<file path="config.mk">
export PLATFORM = sky130hd
export DESIGN_NAME = mb_upconverter_flat
export DESIGN_NICKNAME = d
export VERILOG_FILES = /design/src/rtl/mb_upconverter_if.sv /design/src/rtl/mb_upconverter.sv /design/src/flat_wrapper.sv
export SDC_FILE = /design/constraint.sdc
export NUM_CORES = 1
export LEC_CHECK = 0
export ABC_AREA = 1
export CORE_MARGIN = 4
export CORE_UTILIZATION = 49
export CTS_CLUSTER_DIAMETER = 120
export CTS_CLUSTER_SIZE = 28
export DETAILED_ROUTE_END_ITERATION = 7
export PLACE_DENSITY_LB_ADDON = 0.12
export SYNTH_ARGS = -nofsm -noshare
export SYNTH_HDL_FRONTEND = slang
export SYNTH_SLANG_ARGS = --single-unit
export TNS_END_PERCENT = 5
</file>
<file path="constraint.sdc">
create_clock -name i_clk -period 1.69 [get_ports i_clk]
set_clock_uncertainty 0.15 [all_clocks]
set_input_delay 0.2535 -clock i_clk [delete_from_list [all_inputs] [get_ports i_clk]]
set_output_delay 0.2535 -clock i_clk [all_outputs]
set_load 0.005 [all_outputs]
</file>
<file path="src/rtl/mb_upconverter_if.sv">
`default_nettype none
// ============================================================================
// Module      : mb_upconverter_if
// Description : Memory-bus request channel. Address and active are held
//               until a one-cycle data_valid pulse.
// Revision    : 1.0
// ============================================================================
interface mb_upconverter_if #(
    parameter int AW = 16,
    parameter int DW = 16
);
    logic [AW-1:0] req_addr;
    logic          req_active;
    logic [DW-1:0] req_data;
    logic          req_data_valid;

    modport master (
        output req_addr,
        output req_active,
        input  req_data,
        input  req_data_valid
    );

    modport slave (
        input  req_addr,
        input  req_active,
        output req_data,
        output req_data_valid
    );
endinterface
`default_nettype wire

</file>
<file path="src/rtl/mb_upconverter.sv">
`default_nettype none
// ============================================================================
// Module      : mb_upconverter
// Description : 16-bit requester onto 32-bit memory bus with a one-word,
//               tagged line buffer serving the sibling halfword.
// Revision    : 1.0
// ============================================================================
module mb_upconverter #(
    parameter int RW = 16,
    parameter int DW = 2 * RW
) (
    input  wire logic             i_clk,
    input  wire logic             i_rst,
    input  wire logic             i_inval,
    mb_upconverter_if.slave       u,
    mb_upconverter_if.master      d
);

    typedef enum logic [1:0] {
        S_IDLE  = 2'd0,
        S_FETCH = 2'd1,
        S_RESP  = 2'd2
    } state_t;

    state_t         state_q, state_d;
    logic [RW-1:0]  u_data_q, u_data_d;
    logic           u_valid_q, u_valid_d;
    logic [RW-1:0]  d_addr_q, d_addr_d;
    logic           d_active_q, d_active_d;
    logic [DW-1:0]  buf_data_q, buf_data_d;
    logic [RW-2:0]  buf_tag_q, buf_tag_d;
    logic           buf_valid_q, buf_valid_d;
    logic           inval_seen_q, inval_seen_d;

    logic           w_hit;
    logic [RW-1:0]  w_buf_half;
    logic [RW-1:0]  w_fill_half;

    assign w_hit       = buf_valid_q & ~i_inval & (buf_tag_q == u.req_addr[RW-1:1]);
    assign w_buf_half  = u.req_addr[0] ? buf_data_q[DW-1:RW] : buf_data_q[RW-1:0];
    assign w_fill_half = u.req_addr[0] ? d.req_data[DW-1:RW] : d.req_data[RW-1:0];

    assign u.req_data       = u_data_q;
    assign u.req_data_valid = u_valid_q;
    assign d.req_addr       = d_addr_q;
    assign d.req_active     = d_active_q;

    always_comb begin
        state_d      = state_q;
        u_data_d     = u_data_q;
        u_valid_d    = 1'b0;
        d_addr_d     = d_addr_q;
        d_active_d   = d_active_q;
        buf_data_d   = buf_data_q;
        buf_tag_d    = buf_tag_q;
        buf_valid_d  = buf_valid_q & ~i_inval;
        inval_seen_d = inval_seen_q | i_inval;

        case (state_q)
            S_IDLE: begin
                // An invalidate before the fetch starts does not taint the data fetched afterwards.
                inval_seen_d = 1'b0;
                if (u.req_active) begin
                    if (w_hit) begin
                        u_data_d  = w_buf_half;
                        u_valid_d = 1'b1;
                        state_d   = S_RESP;
                    end else begin
                        d_addr_d   = {1'b0, u.req_addr[RW-1:1]};
                        d_active_d = 1'b1;
                        state_d    = S_FETCH;
                    end
                end
            end
            S_FETCH: begin
                if (d.req_data_valid) begin
                    d_active_d   = 1'b0;
                    buf_data_d   = d.req_data;
                    buf_tag_d    = d_addr_q[RW-2:0];
                    buf_valid_d  = ~(inval_seen_q | i_inval);
                    inval_seen_d = 1'b0;
                    if (u.req_active) begin
                        u_data_d  = w_fill_half;
                        u_valid_d = 1'b1;
                        state_d   = S_RESP;
                    end else begin
                        state_d = S_IDLE;
                    end
                end
            end
            S_RESP: begin
                // Requester address may still be stale here, so the request is not sampled.
                state_d = S_IDLE;
            end
            default: begin
                state_d = S_IDLE;
            end
        endcase
    end

    always_ff @(posedge i_clk) begin
        if (i_rst) begin
            state_q      <= S_IDLE;
            u_data_q     <= '0;
            u_valid_q    <= 1'b0;
            d_addr_q     <= '0;
            d_active_q   <= 1'b0;
            buf_data_q   <= '0;
            buf_tag_q    <= '0;
            buf_valid_q  <= 1'b0;
            inval_seen_q <= 1'b0;
        end else begin
            state_q      <= state_d;
            u_data_q     <= u_data_d;
            u_valid_q    <= u_valid_d;
            d_addr_q     <= d_addr_d;
            d_active_q   <= d_active_d;
            buf_data_q   <= buf_data_d;
            buf_tag_q    <= buf_tag_d;
            buf_valid_q  <= buf_valid_d;
            inval_seen_q <= inval_seen_d;
        end
    end

endmodule
`default_nettype wire
</file>
<file path="src/flat_wrapper.sv">
// flat-port wrapper written by rule: the top's interface ports become plain ports
module mb_upconverter_flat 
#(
    parameter int RW = 16,
    parameter int DW = 2 * RW
)
  (i_clk, i_rst, i_inval, u_req_addr, u_req_active, u_req_data, u_req_data_valid, d_req_addr, d_req_active, d_req_data, d_req_data_valid);
  mb_upconverter_if #(.DW(DW)) u_i ();
  mb_upconverter_if #(.DW(DW)) d_i ();
  input  wire logic i_clk;
  input  wire logic i_rst;
  input  wire logic i_inval;
  input wire logic [$bits(u_i.req_addr)-1:0] u_req_addr;
  input wire logic [$bits(u_i.req_active)-1:0] u_req_active;
  output wire logic [$bits(u_i.req_data)-1:0] u_req_data;
  output wire logic [$bits(u_i.req_data_valid)-1:0] u_req_data_valid;
  output wire logic [$bits(d_i.req_addr)-1:0] d_req_addr;
  output wire logic [$bits(d_i.req_active)-1:0] d_req_active;
  input wire logic [$bits(d_i.req_data)-1:0] d_req_data;
  input wire logic [$bits(d_i.req_data_valid)-1:0] d_req_data_valid;
  assign u_i.req_addr = u_req_addr;
  assign u_i.req_active = u_req_active;
  assign u_req_data = u_i.req_data;
  assign u_req_data_valid = u_i.req_data_valid;
  assign d_req_addr = d_i.req_addr;
  assign d_req_active = d_i.req_active;
  assign d_i.req_data = d_req_data;
  assign d_i.req_data_valid = d_req_data_valid;
  mb_upconverter #(.RW(RW), .DW(DW)) u_core (.i_clk(i_clk), .i_rst(i_rst), .i_inval(i_inval), .u(u_i), .d(d_i));
endmodule
</file>
-- Yosys cells after proc, flatten, opt, wreduce, memory -nomap -nowiden
Index checks and enable logic that the tools add are counted.
- register bits: 84
- output and inout bits: 50
- logic and storage cells: 54
- equality and inequality tests: 7
- muxes and demuxes: 25
- bitwise gates (word level): 6
- reductions and logical operators: 7
- operators with widths (cell ; number):
    16-bit two-way mux ; 6
    16-bit one-hot mux with 2 select lines ; 1
    15-bit equality test ; 1
    1-bit two-way mux ; 10
    2-bit two-way mux ; 4
    2-bit != test, second input constant ; 4
    1-bit one-hot mux with 2 select lines ; 3
    5-bit AND reduction ; 1
    2-bit one-hot mux with 2 select lines ; 1
    2-bit AND reduction ; 2
    4-bit AND reduction ; 1
    1-bit NOT ; 3
    3-bit AND reduction ; 1
    1-bit bitwise AND ; 2
    2-bit by 1-bit equality test with 1-bit output, second input constant ; 1
    2-bit logical NOT ; 1
    2-bit by 1-bit != test with 1-bit output, second input constant ; 1
    2-bit nonzero test ; 1
    1-bit bitwise OR ; 1

-- Longest topological paths before layout
- depth in word-level cells: 6
- mapped depth: 12

-- Worst setup path before layout
Ideal clock, no wire load.
- path kind: register to register
- start: register u_core.buf_tag_q[6]
- end: register u_core.u_data_q[12]
- setup time: 0.115 ns
- data arrival time: 1.148 ns
- data required time: 1.425 ns
- setup slack: 0.277 ns
- stages on the path, launching flop included: 13
- path buffers: 1
- period minus slack after synthesis: 1.413 ns
- cells stage by stage: dfxtp_1 > inv_1 > nand2_1 > nand2_1 > nor2_1 > nand2_1 > nor2_1 > nand2_2 > nand2_4 > buf_6 > nand3_1 > nand2_1 > nor2_1
- cells in the longest elaborated chain, start to end: 4
- ends and longest elaborated chain (what ; line ; source):
    start: declaration ; mb_upconverter.sv:31 ; logic [RW-2:0] buf_tag_q, buf_tag_d;
    start signal: assignment ; mb_upconverter.sv:119 ; buf_tag_q <= buf_tag_d;
    15-bit equality test ; mb_upconverter.sv:39 ; assign w_hit = buf_valid_q & ~i_inval & (buf_tag_q == u.req_addr[RW-1:1]);
    1-bit bitwise AND ; mb_upconverter.sv:39 ;
    2-bit by 1-bit != test with 1-bit output (no source line) ; -- ;
    5-bit AND reduction (no source line) ; -- ;
    end signal: assignment ; mb_upconverter.sv:114 ; u_data_q <= u_data_d;
    end: declaration ; mb_upconverter.sv:26 ; logic [RW-1:0] u_data_q, u_data_d;
Every way passes these cells.
A chain may end at the register's enable or synchronous reset.

-- Final worst setup path
- start: register u_core.buf_valid_q
- end: register u_core.u_data_q[12]
- cells in the longest elaborated chain, start to end: 4
- ends and longest elaborated chain (what ; line ; source):
    start: declaration ; mb_upconverter.sv:32 ; logic buf_valid_q, buf_valid_d;
    start signal: assignment ; mb_upconverter.sv:120 ; buf_valid_q <= buf_valid_d;
    1-bit bitwise AND (2 in a row) ; mb_upconverter.sv:39 ;
    2-bit by 1-bit != test with 1-bit output (no source line) ; -- ;
    5-bit AND reduction (no source line) ; -- ;
Every way passes these cells.

==> results.json <==
{
  "status": "finished, final reports clean",
  "fin_nets": 757,
  "seq_area_um2": 1690,
  "yosysSeqAreaShare_pct": 41.0,
  "worstPathRequired_ns": 1.79,
  "dieWidth_um": 99.4,
  "timing.final.crit_share_pct": 99.9,
  "vdd_drop_max_uv": 476,
  "yosys_warnings": 0,
  "row_count": 33,
  "synth_top_family_by_area": "simple AND/OR/NAND/NOR gates",
  "synth_top_cell_by_area": "dfxtp_1",
  "synth_compound_area_share_pct": 18.0,
  "cp-startpoint": "u_core.buf_valid_q",
  "dr.pass1.iters": 5,
  "fillers": 721,
  "htreeDepth": 3,
  "grt_max_degree": 49,
  "yosysUniqueCellTypes": 23,
  "critical_path_class": "register to register",
  "hold_slack_ns": 0.0502,
  "core_area_um2": 8180,
  "overflow": 0,
  "grt_pass1_vias": 3734,
  "vias_per_cell": 4.98,
  "multiInputGateArea_um2": 1950,
  "grt_usage_pct": 21.4,
  "synth.top_cell.area_share_pct": 41.0,
  "crit_fanout": 8,
  "hp-class": "primary input to register",
  "drt-initial-drc-count": 175,
  "dp_hpwl_um": 7000,
  "cts_tree": "done",
  "grt_pass1_wl_um": 17400,
  "r2r-start": "u_core.buf_valid_q",
  "drv_slew": 0,
  "synthAdderAreaFrac_pct": 0,
  "finalSetupViolCount": 0,
  "crit_path_end_kind": "register",
  "netlist_area_um2": 4100,
  "vias": 4050,
  "period_needed_ns": 1.69,
  "syn_area_per_cell_um2": 6.62,
  "fp.dieH_um": 99.4,
  "clkSinkCount": 84,
  "timing.fmax_mhz": 592,
  "place_worst_setup_slack_ns": -0.442,
  "worstPathArrival_ns": 1.79,
  "initial_core_util_pct": 50.1,
  "syn_to_final_growth_pct": 34.3,
  "ios": 103,
  "ys_ff_latch": 84,
  "antenna_cells": 0,
  "worst_slack_ns": 0.00119,
  "wl_um": 10600,
  "gp_congestion": 0.797,
  "final_cell_mix": "nor2_1 (125), nand2_1 (110), inv_1 (81)",
  "die_area_um2": 9890,
  "synthTopCellsByArea": "dfxtp_1 (41%), nor2_1 (12%), nand2_1 (10%)",
  "synth_cells": 619,
  "cts_root_buf": "clkbuf_8",
  "hold_violations": 0,
  "powerDensity_nw_per_um2": 883,
  "yosys.area_share.simple_pct": 25.6,
  "synth_xor_area_share_pct": 0,
  "drc": 0,
  "wire_per_inst_um": 13.1,
  "ant_nets": 0,
  "start_kind": "register",
  "stdcell_count": 814,
  "muxShareOfSynthArea_pct": 0,
  "worstSkewPairLatency_ns": 0.35,
  "cts_max_path_buffers": 2,
  "p_leak_nw": 2.54,
  "dp_cells": 792,
  "antenna_found_initial": 0,
  "maxCapViolations": 0,
  "path_clk_slew_ns": 0.09,
  "drive_gt1_share_pct": 10.3,
  "rsz0062_at_grt": "yes",
  "tns_ns": 0,
  "final_common_cell": "nor2_1",
  "port-buffer-count": 85,
  "cts_buffers": 9,
  "hp-start": "u_req_addr[1]"
}
-- synthesized netlist by cell type --
cell type	number
a21oi_1	49
buf_1	3
buf_2	9
buf_4	20
buf_6	3
clkbuf_1	17
clkinv_1	1
conb_1	1
dfxtp_1	84
inv_1	82
inv_2	3
nand2_1	113
nand2_2	1
nand2_4	2
nand3_1	16
nand3_2	1
nor2_1	130
nor2_4	1
nor3_1	1
o211ai_1	16
o21ai_0	49
o21bai_1	1
o31ai_1	16
-- per-stage QoR --
stage               util [%]  power, mW  area (µm²)
finish                  67.3       4.86        5500
global route            67.3       5.11        5500
CTS                     66.6       4.87        5450
detailed placement      62.1       3.19        5080
global placement        62.1       3.17        5080
floorplan                  -       2.78        4160
-- flip-flops by register name, summed over array words and instances, names as in the netlist --
| name | flops |
|---|---|
| u_core.d.req_active | 1 |
| u_core.d.req_addr | 15 |
| u_core.inval_seen_q | 1 |
| u_core.u.req_data_valid | 1 |
| u_core.buf_data_q | 32 |
| u_core.buf_valid_q | 1 |
| u_core.buf_tag_q | 15 |
| u_core.state_q | 2 |
| u_core.u_data_q | 16 |
-- cells by family after synthesis --
| family | count (synthesis) |
|---|---|
| AOI/OAI and AO/OA | 131 |
| buffers and inverters | 138 |
| DFF | 84 |
| other | 1 |
| and+or+nand+nor | 265 |
-- path summary, 6_finish.rpt --
| path | endpoint | slack [ns] | cells past startpoint |
|---|---|---|---|
| min | u_core.d.req_addr[0] | 0.05 | 3 |
| max | u_core.u_data_q[12] | 0.001 | 12 |
| min reg2reg | u_core.d.req_active | 0.30 | 2 |
| max reg2reg | u_core.u_data_q[12] | 0.001 | 12 |
-- worst max-delay path, stage by stage, from the launching register on --
cell and delay, ns:
dfxtp_1 0.31, inv_1 0.04, nor2_2 0.13, nand2_1 0.07
nor2_1 0.11, nand2_1 0.06, nor2_1 0.12, nand2_2 0.12
buf_12 0.17, nand2_4 0.11, nand3_1 0.10, nand2_1 0.07
nor2_1 0.04
-- cell type report --
class                      count  area share, %
sequential                    84           30.8
clock inverter                 5           1.52
inverter                      86           5.86
multi-input combinational    415           35.5
tap                          105           2.39
clock buffer                  11           2.57
timing repair buffer         108           21.4
-- per-layer routing --
metal,wire length (µm),track usage [%]
met1,5110,31.0
met2,4890,33.1
met3,566,3.86
met4,79,5.04
met5,0,0
-- where the power goes --
group / switching (mW) / leakage (nW) / total, mW / internal, mW
combinational: 0.543 / 1.74 / 1.04 / 0.493
sequential: 0.0725 / 0.692 / 2.19 / 2.12
clock: 0.749 / 0.106 / 1.63 / 0.880
-- repair_timing --
item                       CTS  global route
pin swaps                    9            10
setup endpoints to repair   24            36
buffers inserted             3             1
gates cloned                 3             1
gates resized for setup     14            34
hold buffers                 0             0
(Power assumes the default switching activity.)
